[config.mk]
export PLATFORM = sky130hd
export DESIGN_NAME = store_size_rmw
export DESIGN_NICKNAME = d
export VERILOG_FILES = /design/src/rtl/store_size_pkg.sv /design/src/rtl/store_lane_merge.sv /design/src/rtl/store_size_rmw.sv
export SDC_FILE = /design/constraint.sdc
export NUM_CORES = 1
export LEC_CHECK = 0
export CAP_MARGIN = 40
export CORE_MARGIN = 5
export CORE_UTILIZATION = 47
export CTS_BUF_LIST = sky130_fd_sc_hd__clkbuf_16
export CTS_CLUSTER_DIAMETER = 80
export DETAILED_ROUTE_END_ITERATION = 12
export PLACE_DENSITY = 0.84
export SETUP_SLACK_MARGIN = 0.05
export SYNTH_ARGS = -nofsm -noshare
export SYNTH_HDL_FRONTEND = slang
export SYNTH_HIERARCHICAL = 1
export SYNTH_SLANG_ARGS = --single-unit
[constraint.sdc]
create_clock -name clk -period 3.2 [get_ports clk]
set_input_delay 0.48 -clock clk [delete_from_list [all_inputs] [get_ports clk]]
set_output_delay 0.48 -clock clk [all_outputs]
set_load 0.1 [all_outputs]
[src/rtl/store_size_pkg.sv]
// Shared definitions for the store formatting path.
//   - Store size encodings, common with the load formatter's control field.
//   - FSM state type for store_size_rmw.
//   - Request legality helper used at capture time.
package store_size_pkg;

    localparam logic [1:0] SZ_WORD = 2'b00;
    localparam logic [1:0] SZ_HALF = 2'b01;
    localparam logic [1:0] SZ_BYTE = 2'b10;
    localparam logic [1:0] SZ_ILL  = 2'b11;

    typedef enum logic [2:0] {
        IDLE   = 3'd0,
        READ   = 3'd1,
        WAIT   = 3'd2,
        WRITE  = 3'd3,
        FINISH = 3'd4
    } state_t;

    // A request is rejected when the size code is reserved or the address
    // is not naturally aligned for the access size.
    function automatic logic req_illegal(input logic [1:0] size, input logic [1:0] off);
        logic bad;
        bad = 1'b0;
        case (size)
            SZ_WORD: bad = (off != 2'b00);
            SZ_HALF: bad = off[0];
            SZ_BYTE: bad = 1'b0;
            default: bad = 1'b1;
        endcase
        return bad;
    endfunction

endpackage

[src/rtl/store_lane_merge.sv]
// Combinational lane merge for sub-word stores (little-endian).
// Ports:
//   old_word_i   : word read back from memory
//   store_data_i : source register value (low 8/16 bits used for SB/SH)
//   size_i       : store size encoding
//   offset_i     : byte offset within the word (store_addr[1:0])
//   merged_o     : word to write back
module store_lane_merge
    import store_size_pkg::*;
(
    input  logic [31:0] old_word_i,
    input  logic [31:0] store_data_i,
    input  logic [1:0]  size_i,
    input  logic [1:0]  offset_i,
    output logic [31:0] merged_o
);

    always_comb begin
        merged_o = old_word_i;
        case (size_i)
            SZ_WORD: merged_o = store_data_i;
            SZ_HALF: begin
                if (offset_i[1]) merged_o[31:16] = store_data_i[15:0];
                else             merged_o[15:0]  = store_data_i[15:0];
            end
            SZ_BYTE: merged_o[{offset_i, 3'b000} +: 8] = store_data_i[7:0];
            default: merged_o = old_word_i;
        endcase
    end

endmodule

[src/rtl/store_size_rmw.sv]
// Store path between the multicycle controller and the data memory port.
// SW writes directly; SH/SB read the containing word, merge the new lane and
// write the word back. Misaligned or reserved-size requests finish with err.
// Ports:
//   clk, reset_n          : clock, asynchronous active-low reset
//   start                 : one-cycle request, only accepted in IDLE
//   size_sel              : 00 word, 01 half, 10 byte, 11 illegal
//   store_addr/store_data : byte address and source value
//   mem_addr              : word-aligned address, held for the operation
//   mem_rd/mem_rdata      : read strobe and returned data
//   mem_wr/mem_wdata      : write strobe and merged word
//   busy, done, err       : status; err is valid with the done pulse
module store_size_rmw
    import store_size_pkg::*;
#(
    parameter int MEM_READ_LATENCY = 1
) (
    input  logic        clk,
    input  logic        reset_n,
    input  logic        start,
    input  logic [1:0]  size_sel,
    input  logic [31:0] store_addr,
    input  logic [31:0] store_data,
    output logic [31:0] mem_addr,
    output logic        mem_rd,
    input  logic [31:0] mem_rdata,
    output logic        mem_wr,
    output logic [31:0] mem_wdata,
    output logic        busy,
    output logic        done,
    output logic        err
);

    localparam int CNT_W = 2;

    state_t      state_q, state_d;
    logic [1:0]  size_q, size_d;
    logic [1:0]  off_q, off_d;
    logic [31:0] data_q, data_d;
    logic [31:0] addr_q, addr_d;
    logic [31:0] wdata_q, wdata_d;
    logic [CNT_W-1:0] cnt_q, cnt_d;
    logic        err_q, err_d;
    logic [31:0] merged;

    store_lane_merge u_merge (
        .old_word_i   (mem_rdata),
        .store_data_i (data_q),
        .size_i       (size_q),
        .offset_i     (off_q),
        .merged_o     (merged)
    );

    always_comb begin
        state_d = state_q;
        size_d  = size_q;
        off_d   = off_q;
        data_d  = data_q;
        addr_d  = addr_q;
        wdata_d = wdata_q;
        cnt_d   = cnt_q;
        err_d   = err_q;
        case (state_q)
            IDLE: begin
                if (start) begin
                    size_d = size_sel;
                    off_d  = store_addr[1:0];
                    data_d = store_data;
                    addr_d = {store_addr[31:2], 2'b00};
                    err_d  = req_illegal(size_sel, store_addr[1:0]);
                    if (req_illegal(size_sel, store_addr[1:0])) begin
                        state_d = FINISH;
                    end else if (size_sel == SZ_WORD) begin
                        wdata_d = store_data;
                        state_d = WRITE;
                    end else begin
                        state_d = READ;
                    end
                end
            end
            READ: begin
                cnt_d   = CNT_W'(MEM_READ_LATENCY - 1);
                state_d = WAIT;
            end
            WAIT: begin
                // Read data is valid exactly when the countdown reaches zero.
                if (cnt_q == '0) begin
                    wdata_d = merged;
                    state_d = WRITE;
                end else begin
                    cnt_d = cnt_q - 1'b1;
                end
            end
            WRITE:  state_d = FINISH;
            FINISH: begin
                err_d   = 1'b0;
                state_d = IDLE;
            end
            default: state_d = IDLE;
        endcase
    end

    always_ff @(posedge clk or negedge reset_n) begin
        if (!reset_n) begin
            state_q <= IDLE;
            size_q  <= '0;
            off_q   <= '0;
            data_q  <= '0;
            addr_q  <= '0;
            wdata_q <= '0;
            cnt_q   <= '0;
            err_q   <= 1'b0;
        end else begin
            state_q <= state_d;
            size_q  <= size_d;
            off_q   <= off_d;
            data_q  <= data_d;
            addr_q  <= addr_d;
            wdata_q <= wdata_d;
            cnt_q   <= cnt_d;
            err_q   <= err_d;
        end
    end

    // Strobes decode from the state register only, so an asynchronous reset
    // drops mem_wr immediately and no partial write can complete.
    assign mem_addr  = addr_q;
    assign mem_wdata = wdata_q;
    assign mem_rd    = (state_q == READ);
    assign mem_wr    = (state_q == WRITE);
    assign busy      = (state_q != IDLE) && (state_q != FINISH);
    assign done      = (state_q == FINISH);
    assign err       = err_q;

endmodule

# == After elaboration in Yosys (flattened, before gate mapping) ==
# Index checks and enable logic that the tools add are counted.
# word_totals
in_bits,101
output_inout_bits,69
word_cells,61
ff_bits,104
# op_classes
n_reduce_logical,15
muxes,20
n_eq_ne,14
shifts,2
addsub,2
# ops
op,count
$mux 32,4
$pmux 32 s3,1
$pmux 32 s2,1
$bwmux 32,1
$mux 16,2
$shift 8x7->32 const A,1
$shiftx 8x7->32,1
$pmux 3 s4,1
$ne 2x2->1 const B,5
$mux 3,3
$reduce_and 2->1,4
$reduce_bool 2->1,4
$neg 5->7,1
$eq 3x2->1 const B,2
$logic_not 2->1,3
$reduce_and 5->1,1
$eq 2x1->1 const B,2
$eq 2x2->1 const B,2
$mux 2,2
$pmux 2 s2,1
$eq 3x1->1 const B,1
$eq 3x3->1 const B,1
$logic_not 3->1,1
$ne 3x3->1 const B,1
6 further kinds,7

# == Longest topological paths before layout ==
# Gate-level depths: netlist (run 1).
# logic_depth
depth_word,7
mapped_depth,9
mapped_depth_nobuf,8

# == Hierarchy ==
# The synthesis (run 1) kept the hierarchy.
# modules_own_cells
module,n_inst,area_per_inst_um2,cells_each,seq_area_each_um2
store_size_rmw,1,4460.5,295,2602.5
store_lane_merge,1,1029.7,141,0.0

# == Least setup slack after synthesis (run 1) ==
# Ideal clock, no wire load.
# synth_path
kind,flip-flop to output port
from,register state_q[2]
to,output port mem_rd
path_slack_ns,0.130
arrival_time_ns,2.590
n_path_buf,1
required_time_ns,2.720
path_stages_with_launch,3
cell_sequence,dfrtp_1 -> buf_2 -> nor3_1
# synth_between
elab_chain_cells,1
# synth_lines
item,line,text
"start, declared",store_size_rmw.sv:36,"state_t state_q, state_d;"
"start signal, assigned",store_size_rmw.sv:114,state_q <= state_d;
$eq 3x1->1,store_size_rmw.sv:129,assign mem_rd = (state_q == READ);
"end, declared",store_size_rmw.sv:25,"output logic mem_rd,"
# No other way between the ends.

# == Worst setup path in the final report (run 1) ==
# layout_path
from,register off_q[1]
to,"register wdata_q[27], in the netlist mem_wdata[27]"
# layout_between
elab_chain_cells,6
elab_cells_between_ends,8
classes_between,add/sub: 1; shift: 2; mux: 5
# layout_lines
item,line,text
"start, declared",store_size_rmw.sv:38,"logic [1:0] off_q, off_d;"
"start signal, assigned",store_size_rmw.sv:107,off_q <= '0;
"start signal, assigned",store_size_rmw.sv:116,off_q <= off_d;
$neg 5->7,store_lane_merge.sv:26,"SZ_BYTE: merged_o[{offset_i, 3'b000} +: 8] = store_data_i[7:0];"
$shiftx 8x7->32 or $shift 8x7->32 (tied branches),store_lane_merge.sv:26,
$bwmux 32,store_lane_merge.sv:26,
$pmux 32 s3 *,store_lane_merge.sv:20,case (size_i)
net merged[27],store_size_rmw.sv:44,logic [31:0] merged;
$mux 32 *,store_size_rmw.sv:87,if (cnt_q == '0) begin
$pmux 32 s2 *,store_size_rmw.sv:63,case (state_q)
"end signal, assigned",store_size_rmw.sv:119,wdata_q <= wdata_d;
"end, declared",store_size_rmw.sv:41,"logic [31:0] wdata_q, wdata_d;"
# The timed path passes the listed nets; every way through them passes the cells marked *. The select of a mux whose other input is x is not followed.
# A chain may end at the register's enable or synchronous reset.

==> flow_metrics.env, run 1 <==
export IMPL_timing_hold_violations_final=0
export IMPL_clkLatencyLatePin_ns=0.34
export IMPL_area_growth_pct=43.48
export IMPL_drtIter0Drc=204
export IMPL_syn_avg_cell_area_um2=12.59
export IMPL_synth_most_common_cell="mux2_2"
export IMPL_routed_via_density=5.529
export IMPL_die_height_um=118.1
export IMPL_finalCriticalPeriod_ns=2.706
export IMPL_place_detailed_hpwl_um=11280
export IMPL_grt_max_degree=55
export IMPL_antenna_found_initial=0
export IMPL_critical_path_required_ns=3.43
export IMPL_skew_ns=0.005009
export IMPL_ff2ff_path_depth=8
export IMPL_cts_setup_buffers=0
export IMPL_fp_dieW_um=118.1
export IMPL_wl_met2_um=7370
export IMPL_num_antenna_cells=0
export IMPL_drc=0
export IMPL_grt_overflow_total=0
export IMPL_met1_length_um=6081
export IMPL_drt_total_wl_um=15090
export IMPL_cap_violations=0
export IMPL_synth_cell_types=44
export IMPL_timing_rr_start="off_q[1]$_DFFE_PN0P_"
export IMPL_synth_ff_latch_count=104
export IMPL_cts_inserted_buffers=9
export IMPL_tightest_slew_ns=0.6909
export IMPL_drive_above_1_share_pct=36.84
export IMPL_post_route_util_pct=68.99
export IMPL_cts_hold_repair_buffers=0
export IMPL_yosys_warnings=6
export IMPL_ys_flop_type="dfrtp_1"
export IMPL_portBuffers=167
export IMPL_synth_cells=436
export IMPL_grt_pass1_wl_um=24810
export IMPL_critPathKind="flop to flop"
export IMPL_synth_edf_count=0
export IMPL_gp_congestion=0.8396
export IMPL_cts_sinks=104
export IMPL_synth_area_um2=5490
export IMPL_fin_crit_sh_pct=84.56
export IMPL_hp_class="input port to asynchronous set/reset pin"
export IMPL_rsz0062_at_grt="no"
export IMPL_clkTransAtPathRegs_ns=0.07
export IMPL_drt_antenna_violating_nets=0
export IMPL_grt_usage_pct=21.90
export IMPL_maxSlewHeadroom_pct=53.89
export IMPL_vias=4257
export IMPL_htree_levels=3
export IMPL_synthArstFlopShare_pct=100.0
export IMPL_cts_repair_resized=0
export IMPL_cp_end_kind="flop"
export IMPL_drt_pass1_iter_count=5
export IMPL_ys_seq_area_share_pct=47.40
export IMPL_yosysTopAreaCell="dfrtp_1"
export IMPL_drv_slew=0
export IMPL_wl_per_cell_um=19.60
export IMPL_clock_path_buffers=2
export IMPL_max_freq_mhz=369.6
export IMPL_cts_tree="done"
export IMPL_setup_viol=0
export IMPL_core_area_um2=11420
export IMPL_cp_start_kind="flop"
export IMPL_tns_ns=0
export IMPL_start_util_pct=48.08
export IMPL_met3WireLength_um=1431
export IMPL_num_rows=39
export IMPL_die_area_um2=13940
export IMPL_layout_nets=730
export IMPL_highest_layer="met4"
export IMPL_outcome="finished, final reports clean"
export IMPL_cp_arrival_ns=2.94
export IMPL_grt_pass1_vias=4744
export IMPL_regToRegSetupSlack_ns=0.49
export IMPL_worstReg2RegEnd="mem_wdata[27]$_DFFE_PN0P_"
export IMPL_worst_path_max_fanout=13
export IMPL_post_synth_top_area_fraction_pct=47.40
export IMPL_io_pins=170
export IMPL_ys_top_cells_by_area="dfrtp_1 (47%), mux2_2 (26%), a221o_1 (3.6%), a22o_1 (2.1%), nor2_1 (1.6%)"
export IMPL_synthTopCellsByCount="mux2_2 (129), dfrtp_1 (104), nor2_1 (23)"
export IMPL_root_buffer="clkbuf_16"
metal layers:
layer	global-route usage, %	vias up
met3	7.833	15
met1	26.72	2084
met4	6.308	0
met5	0	-
li1	-	1988
met2	36.46	170
through the flow:
stage | setup slack, ns | hold slack, ns | cells | instance area (µm²)
detailed placement | 0.5230 | 0.4058 | 755 | 7600
finish | 0.4941 | 0.03288 | 770 | 7878
global placement | 0.6486 | 0.4723 | 729 | 7159
floorplan | 0.1295 | 0.1844 | 437 | 5494
CTS | 0.5131 | 0.03327 | 770 | 7878
global route | 0.4209 | 0.04824 | 770 | 7878
layout make-up:
class	instances	area, µm²
inverters	12	45.04
multi-input cells	296	2679
repair buffers	200	2095
fillers	804	3541
flip-flops and latches	104	2603
clock inverters	6	52.55
clock buffers	9	225.2
well taps	143	178.9
sequential cells by signal, indices dropped and copies added (netlist names):
signal     cells
mem_wdata     32
off_q          2
state_q        3
size_q         2
cnt_q          2
err            1
data_q        32
mem_addr      30
critical path, stage by stage, from the launching register on:
cell	delay, ns
dfrtp_1	0.61
inv_1	0.19
ha_1	0.46
nor4bb_4	0.09
and2_4	0.19
a22o_1	0.18
a221o_1	0.34
mux2_2	0.26
mux2_2	0.27
logic make-up after synthesis:
family | synth area share [%]
multiplexers | 28.08
flip-flops | 47.40
AO/OA/AOI/OAI | 11.83
AND/OR/NAND/NOR | 7.224
buffers and inverters | 4.034
adder cells (fa/ha/maj) | 1.367
other | 0.06830
layout by cell type (no fill, tap or decap), drive strengths merged, types with 3 or more instances in the layout:
cell type / count
a21oi: 15
a221o: 20
a22o: 13
a22oi: 10
and2: 13
buf: 76
clkbuf: 9
clkdlybuf4s50: 124
clkinv: 5
dfrtp: 104
ha: 6
inv: 12
mux2: 136
nand2: 13
nand2b: 5
nor2: 24
nor2b: 4
nor3: 3
o21ai: 9
o22ai: 4
worst max path at each step:
stage | startpoint | endpoint | slack, ns
after floorplan | state_q[2]$_DFFE_PN0P_ | mem_rd | 0.13
after global placement | off_q[1]$_DFFE_PN0P_ | mem_wdata[27]$_DFFE_PN0P_ | 0.65
after global routing | off_q[1]$_DFFE_PN0P_ | mem_wdata[27]$_DFFE_PN0P_ | 0.42
after CTS | off_q[1]$_DFFE_PN0P_ | mem_wdata[27]$_DFFE_PN0P_ | 0.51
final | off_q[1]$_DFFE_PN0P_ | mem_wdata[27]$_DFFE_PN0P_ | 0.49
after detailed placement | off_q[1]$_DFFE_PN0P_ | mem_wdata[27]$_DFFE_PN0P_ | 0.52
Power of run 1 is not shown: default switching activity piles up to over one toggle a cycle in this logic, so the estimate is an artifact.
==> inputs of run 2 (changes only) <==
==> constraint.sdc (replaced) <==
create_clock -name clk -period 2.6 [get_ports clk]
set_input_delay 0.39 -clock clk [delete_from_list [all_inputs] [get_ports clk]]
set_output_delay 0.39 -clock clk [all_outputs]
set_load 0.1 [all_outputs]
==> run 2 against run 1 <==
Compared with the run above: flip-flop and latch count unchanged; critical path depth unchanged; clock skew rose by 0.00082 ns; core utilization decreased by 3.7 points; count of clock-buffer cells in the layout unchanged; sequential share of layout area is 1.9 points higher; final area fell by 5.3%; worst hold slack gained 0.42 ns; via count down 0.16%; cell count decreased by 2.3%; routed wire length fell by 0.42%; highest routed layer unchanged.
==> flow_metrics.env, run 2 (synthesized netlist as in run 1, its figures left out) <==
export IMPL_routed_via_density=5.652
export IMPL_htree_levels=3
export IMPL_grt_pass1_vias=4718
export IMPL_clock_path_buffers=2
export IMPL_area_growth_pct=35.82
export IMPL_tightest_slew_ns=0.5609
export IMPL_cp_end_kind="flop"
export IMPL_core_area_um2=11420
export IMPL_highest_layer="met4"
export IMPL_clkTransAtPathRegs_ns=0.07
export IMPL_num_rows=39
export IMPL_cts_repair_resized=0
export IMPL_layout_nets=711
export IMPL_cap_violations=0
export IMPL_io_pins=170
export IMPL_finalCriticalPeriod_ns=2.404
export IMPL_drc=0
export IMPL_fin_crit_sh_pct=92.46
export IMPL_place_ws_ns=0.1652
export IMPL_rsz0062_at_grt="no"
export IMPL_clkLatencyLatePin_ns=0.35
export IMPL_antenna_found_initial=0
export IMPL_fin_ws_ns=0.1960
export IMPL_cts_setup_buffers=0
export IMPL_layout_common_cells="mux2_2 (129), dfrtp_1 (104), clkdlybuf4s50_1 (99), buf_4 (77), nor2_1 (22)"
export IMPL_grt_usage_pct=21.75
export IMPL_max_freq_mhz=416.0
export IMPL_critical_path_required_ns=2.84
export IMPL_tns_ns=0
export IMPL_cts_tree="done"
export IMPL_drt_antenna_violating_nets=0
export IMPL_met3WireLength_um=1400
export IMPL_start_util_pct=48.08
export IMPL_drt_total_wl_um=15030
export IMPL_grt_max_degree=54
export IMPL_final_common_cell="mux2_2"
export IMPL_wl_per_cell_um=19.98
export IMPL_hp_class="input port to asynchronous set/reset pin"
export IMPL_cts_inserted_buffers=9
export IMPL_skew_ns=0.005829
export IMPL_wl_met2_um=7371
export IMPL_outcome="finished, final reports clean"
export IMPL_cts_sinks=104
export IMPL_grt_overflow_total=0
export IMPL_vias=4250
export IMPL_n_fill_cell=881
export IMPL_gp_congestion=0.8191
export IMPL_setup_viol=0
export IMPL_worst_path_max_fanout=7
export IMPL_drt_pass1_iter_count=5
export IMPL_root_buffer="clkbuf_16"
export IMPL_num_antenna_cells=0
export IMPL_met1_length_um=5873
export IMPL_cp_arrival_ns=2.64
export IMPL_cp_start_kind="flop"
export IMPL_timing_hold_violations_final=0
export IMPL_die_height_um=118.1
export IMPL_grt_pass1_wl_um=24700
export IMPL_die_area_um2=13940
export IMPL_drv_slew=0
export IMPL_maxSlewHeadroom_pct=62.61
export IMPL_fp_dieW_um=118.1
export IMPL_place_detailed_hpwl_um=11240
export IMPL_drive_above_1_share_pct=39.41
export IMPL_cts_hold_repair_buffers=1
export IMPL_portBuffers=167
export IMPL_drtIter0Drc=233
export IMPL_critPathKind="flop to flop"
==> run 2: cell count changes in the layout (fill, tap and decap cells not counted), moves of 2 or more <==
cell	delta
buf_4	+30
inv_6	+2
clkinv_2	-2
buf_8	-22
clkdlybuf4s50_1	-25
clkinvlp_4	+2
clkinv_4	+2
buf_16	-3
==> run 2: area by class of cell <==
type	instances	area, µm²	share of cell area, %
Clock buffer	9	225.2	3.020
Clock inverter	7	55.05	0.7383
Inverter	12	45.04	0.6040
Timing Repair Buffer	181	1667	22.35
Tap cell	143	178.9	2.399
Multi-Input combinational cell	296	2684	35.99
Sequential cell	104	2603	34.90
==> run 2: stage by stage <==
step                      utilization (%)  instance area (µm²)  cells  hold WS, ns
after floorplan                         -                 5499    437      0.09441
after global placement              62.52                 7139    734       0.4716
after detailed placement            62.77                 7167    735       0.2756
after CTS                           65.31                 7457    752       0.4365
after global routing                65.31                 7457    752       0.4822
final                               65.31                 7457    752       0.4506
==> run 2: final timing paths <==
check	to	slack, ns	cells after the start	start
worst min-delay path	mem_addr[23]$_DFFE_PN0P_	0.45	2	reset_n
worst min register to register	cnt_q[0]$_DFFE_PN0P_	0.50	1	cnt_q[0]$_DFFE_PN0P_
min in group clk	cnt_q[0]$_DFFE_PN0P_	0.50	1	cnt_q[0]$_DFFE_PN0P_
worst max register to register	mem_wdata[27]$_DFFE_PN0P_	0.20	8	off_q[0]$_DFFE_PN0P_
max in group asynchronous	mem_wdata[23]$_DFFE_PN0P_	1.37	4	reset_n
worst max-delay path	mem_wdata[27]$_DFFE_PN0P_	0.20	8	off_q[0]$_DFFE_PN0P_
==> run 2: layer usage <==
layer  vias up  global-route usage, %
li1       1949                      -
met1      2082                  26.13
met2       194                  36.15
met3        25                  7.304
met4         0                  8.029
met5         -                      0
==> run 2: worst max-delay path: stages (launching register included) <==
cell and delay, ns:
dfrtp_1 0.45, inv_1 0.11, ha_1 0.42, nor4bb_4 0.09, and2_4 0.19, a22o_1 0.18, a221o_1 0.33, mux2_2 0.26
mux2_2 0.26
Power of run 2 is left out for the same reason.
==> RTL edit (settings of run 2) <==
Register the output `mem_wr`, with the module's reset; this adds one clock of latency there. The other outputs are not delayed to match.
--- a/src/rtl/store_size_rmw.sv
+++ b/src/rtl/store_size_rmw.sv
@@ -128,5 +128,11 @@
     assign mem_wdata = wdata_q;
     assign mem_rd    = (state_q == READ);
-    assign mem_wr    = (state_q == WRITE);
+    always_ff @(posedge clk or negedge reset_n) begin
+        if (!reset_n) begin
+            mem_wr <= '0;
+        end else begin
+            mem_wr <= (state_q == WRITE);
+        end
+    end
     assign busy      = (state_q != IDLE) && (state_q != FINISH);
     assign done      = (state_q == FINISH);
Function: changed (Yosys sat finds a counterexample within 4 cycles, from zero or initial values and one cycle with reset_n low).
==> RTL edit against run 2 <==
Synthesized area rose by 0.46%; final area up 0.64%; non-clock buffer count is 1 lower; first-iteration DRC count down 8.2%; fmax is 0.28% lower; core utilization is 0.14 points higher; sequential cell count is 1 higher; routed wire length down 1.6%; global-route usage is 0.70 points lower; count of clock-buffer cells in the layout unchanged; clock skew is 0.0021 ns higher; worst setup slack worse by 0.0066 ns; critical endpoint unchanged; highest routed layer unchanged.
Power is left out: the tool's default activity adds up to more than one toggle a clock period on the data nets, which glitch-free logic cannot reach.
==> RTL edit: results (changes against run 2) <==
HPWL after DPL: 11,000 um (was 11,200 um)
Fillers: 825 (was 881)
Largest stage delay on the critical path: 0.44 ns
Highest routed metal layer: met4 (unchanged)
Number of H-tree branching levels: 3 (unchanged)
GR met1 Demand/Resource: 25.9% (was 26.1%)
Detailed-route wire length on metal 1: 5810 um (was 5870 um)
Via count of the routed design: 4,218 (was 4,250)
Detailed-routing iteration count for the pre-antenna-repair pass: 4 (was 5)
Count of buffers added by post-CTS timing repair for setup: 0 (unchanged)
Met3 wire length: 1540 um (was 1400 um)
Worst Skew: 0.00790 ns (was 0.00583 ns)
Initial drt markers: 214 (was 233)
Met2 track utilization from global routing: 33.3% (was 36.1%)
Fraction of synthesis flops using an asynchronous set or reset pin: 100% (unchanged)
Number of global-route vias before repair: 4,658 (was 4,718)
Path type of the worst min-delay path: primary input to asynchronous set/reset pin (unchanged)
Largest fanout on the critical path: 7 (unchanged)
RePlAce Congestion: 0.836 (was 0.819)
Initial antenna violation count: 0 (unchanged)
Cell with the most instances after synthesis: mux2_2 (unchanged)
First-pass GRT wire length: 24,000 um (was 24,700 um)
Inserted Clock Buffers: 9 (unchanged)
Outcome: complete, no violations (unchanged)
Maximum number of pins on one net before global-route repair: 48 (was 54)
Gates resized, CTS repair: 0 (unchanged)
Data arrival at the endpoint of the critical path: 2.63 ns (was 2.64 ns)
Antenna cell count: 0 (unchanged)
Reg clk slew, reported paths: 0.07 ns (about the same)
Clk root buf: clkbuf_16 (unchanged)
Routing usage on met3: 8.50% (was 7.30%)
Most instantiated cells after synthesis: mux2_2 (129), dfrtp_1 (105), nor2_1 (23) (was mux2_2 (129), dfrtp_1 (104), nor2_1 (23))
Routed WL per cell: 19.7 um (was 20.0 um)
Met2 WL post-DR: 7030 um (was 7370 um)
Count of input and output buffers: 167 (unchanged)
Headroom to the max-slew limit: 59.2% (was 62.6%)
Nets@finish: 711 (unchanged)
Clock tree buffer depth: 2 (unchanged)
Critical Path Slowest Stage Cell: dfrtp_1 (unchanged)
Remaining antenna violation count after routing: 0 (unchanged)
Most used flip-flop cell after synthesis: dfrtp_1 (unchanged)
Leading post-synthesis cells by cell area: dfrtp_1 (48%), mux2_2 (26%), a221o_1 (3.6%) (was dfrtp_1 (47%), mux2_2 (26%), a221o_1 (3.6%))
Number of synthesis warnings: 6 (unchanged)
Total routing usage reported by global routing: 21.1% (was 21.8%)
Number of different library cells in the post-synthesis netlist: 44 (unchanged)
Share of synthesized area occupied by flip-flops and latches: 47.6% (was 47.4%)
Later-pin clock latency in the skew report: 0.34 ns
Ratio of cells with drive above 1 in the final layout: 39.1% (was 39.4%)
RTL edit: changes by cell type after synthesis, sizes merged:
cell / delta
dfrtp: +1
RTL edit: cells by family after synthesis:
group,after synthesis,share of synthesized area [%]
other,1,0.0680
AO/OA/AOI/OAI,82,11.8
buffers and inverters,37,4.02
flip-flops,105,47.6
multiplexers,137,27.9
adder cells (fa/ha/maj),6,1.36
AND/OR/NAND/NOR,69,7.19
RTL edit: worst paths after layout:
check | start | to | slack [ns] | cells after the start
min reg2reg | mem_wdata[3] | mem_wdata[3] | 0.49 | 1
max | off_q[0] | mem_wdata[27] | 0.19 | 8
max reg2reg | off_q[0] | mem_wdata[27] | 0.19 | 8
min | reset_n | err | 0.05 | 1
max in group asynchronous | reset_n | mem_addr[27] | 1.72 | 2
min in group clk | mem_wdata[3] | mem_wdata[3] | 0.49 | 1
RTL edit: worst max-delay path: cells and delay by family, from the launching register on:
kind                       cells  cell delay [ns]
DFF                            1             0.44
muxes                          2             0.52
and+or+nand+nor                2             0.28
AOI/OAI and AO/OA              2             0.52
buffers and inverters          1             0.12
adders and majority gates      1             0.42
RTL edit: per-stage QoR:
stage,utilization (%),setup slack [ns],cell area (um^2),instances
detailed placement,62.5,0.161,7170,736
CTS,65.4,0.196,7500,751
floorplan,-,0.196,5520,438
global placement,62.5,0.221,7170,736
global route,65.4,0.113,7500,751
finish,65.4,0.189,7500,751
RTL edit: cell type report:
type / instances / share of cell area, %
clock buffers: 9 / 3.00
clock inverters: 6 / 1.43
inverters: 12 / 0.600
multi-input cells: 296 / 35.8
flip-flops and latches: 105 / 35.0
well taps: 143 / 2.38
repair buffers: 180 / 21.8
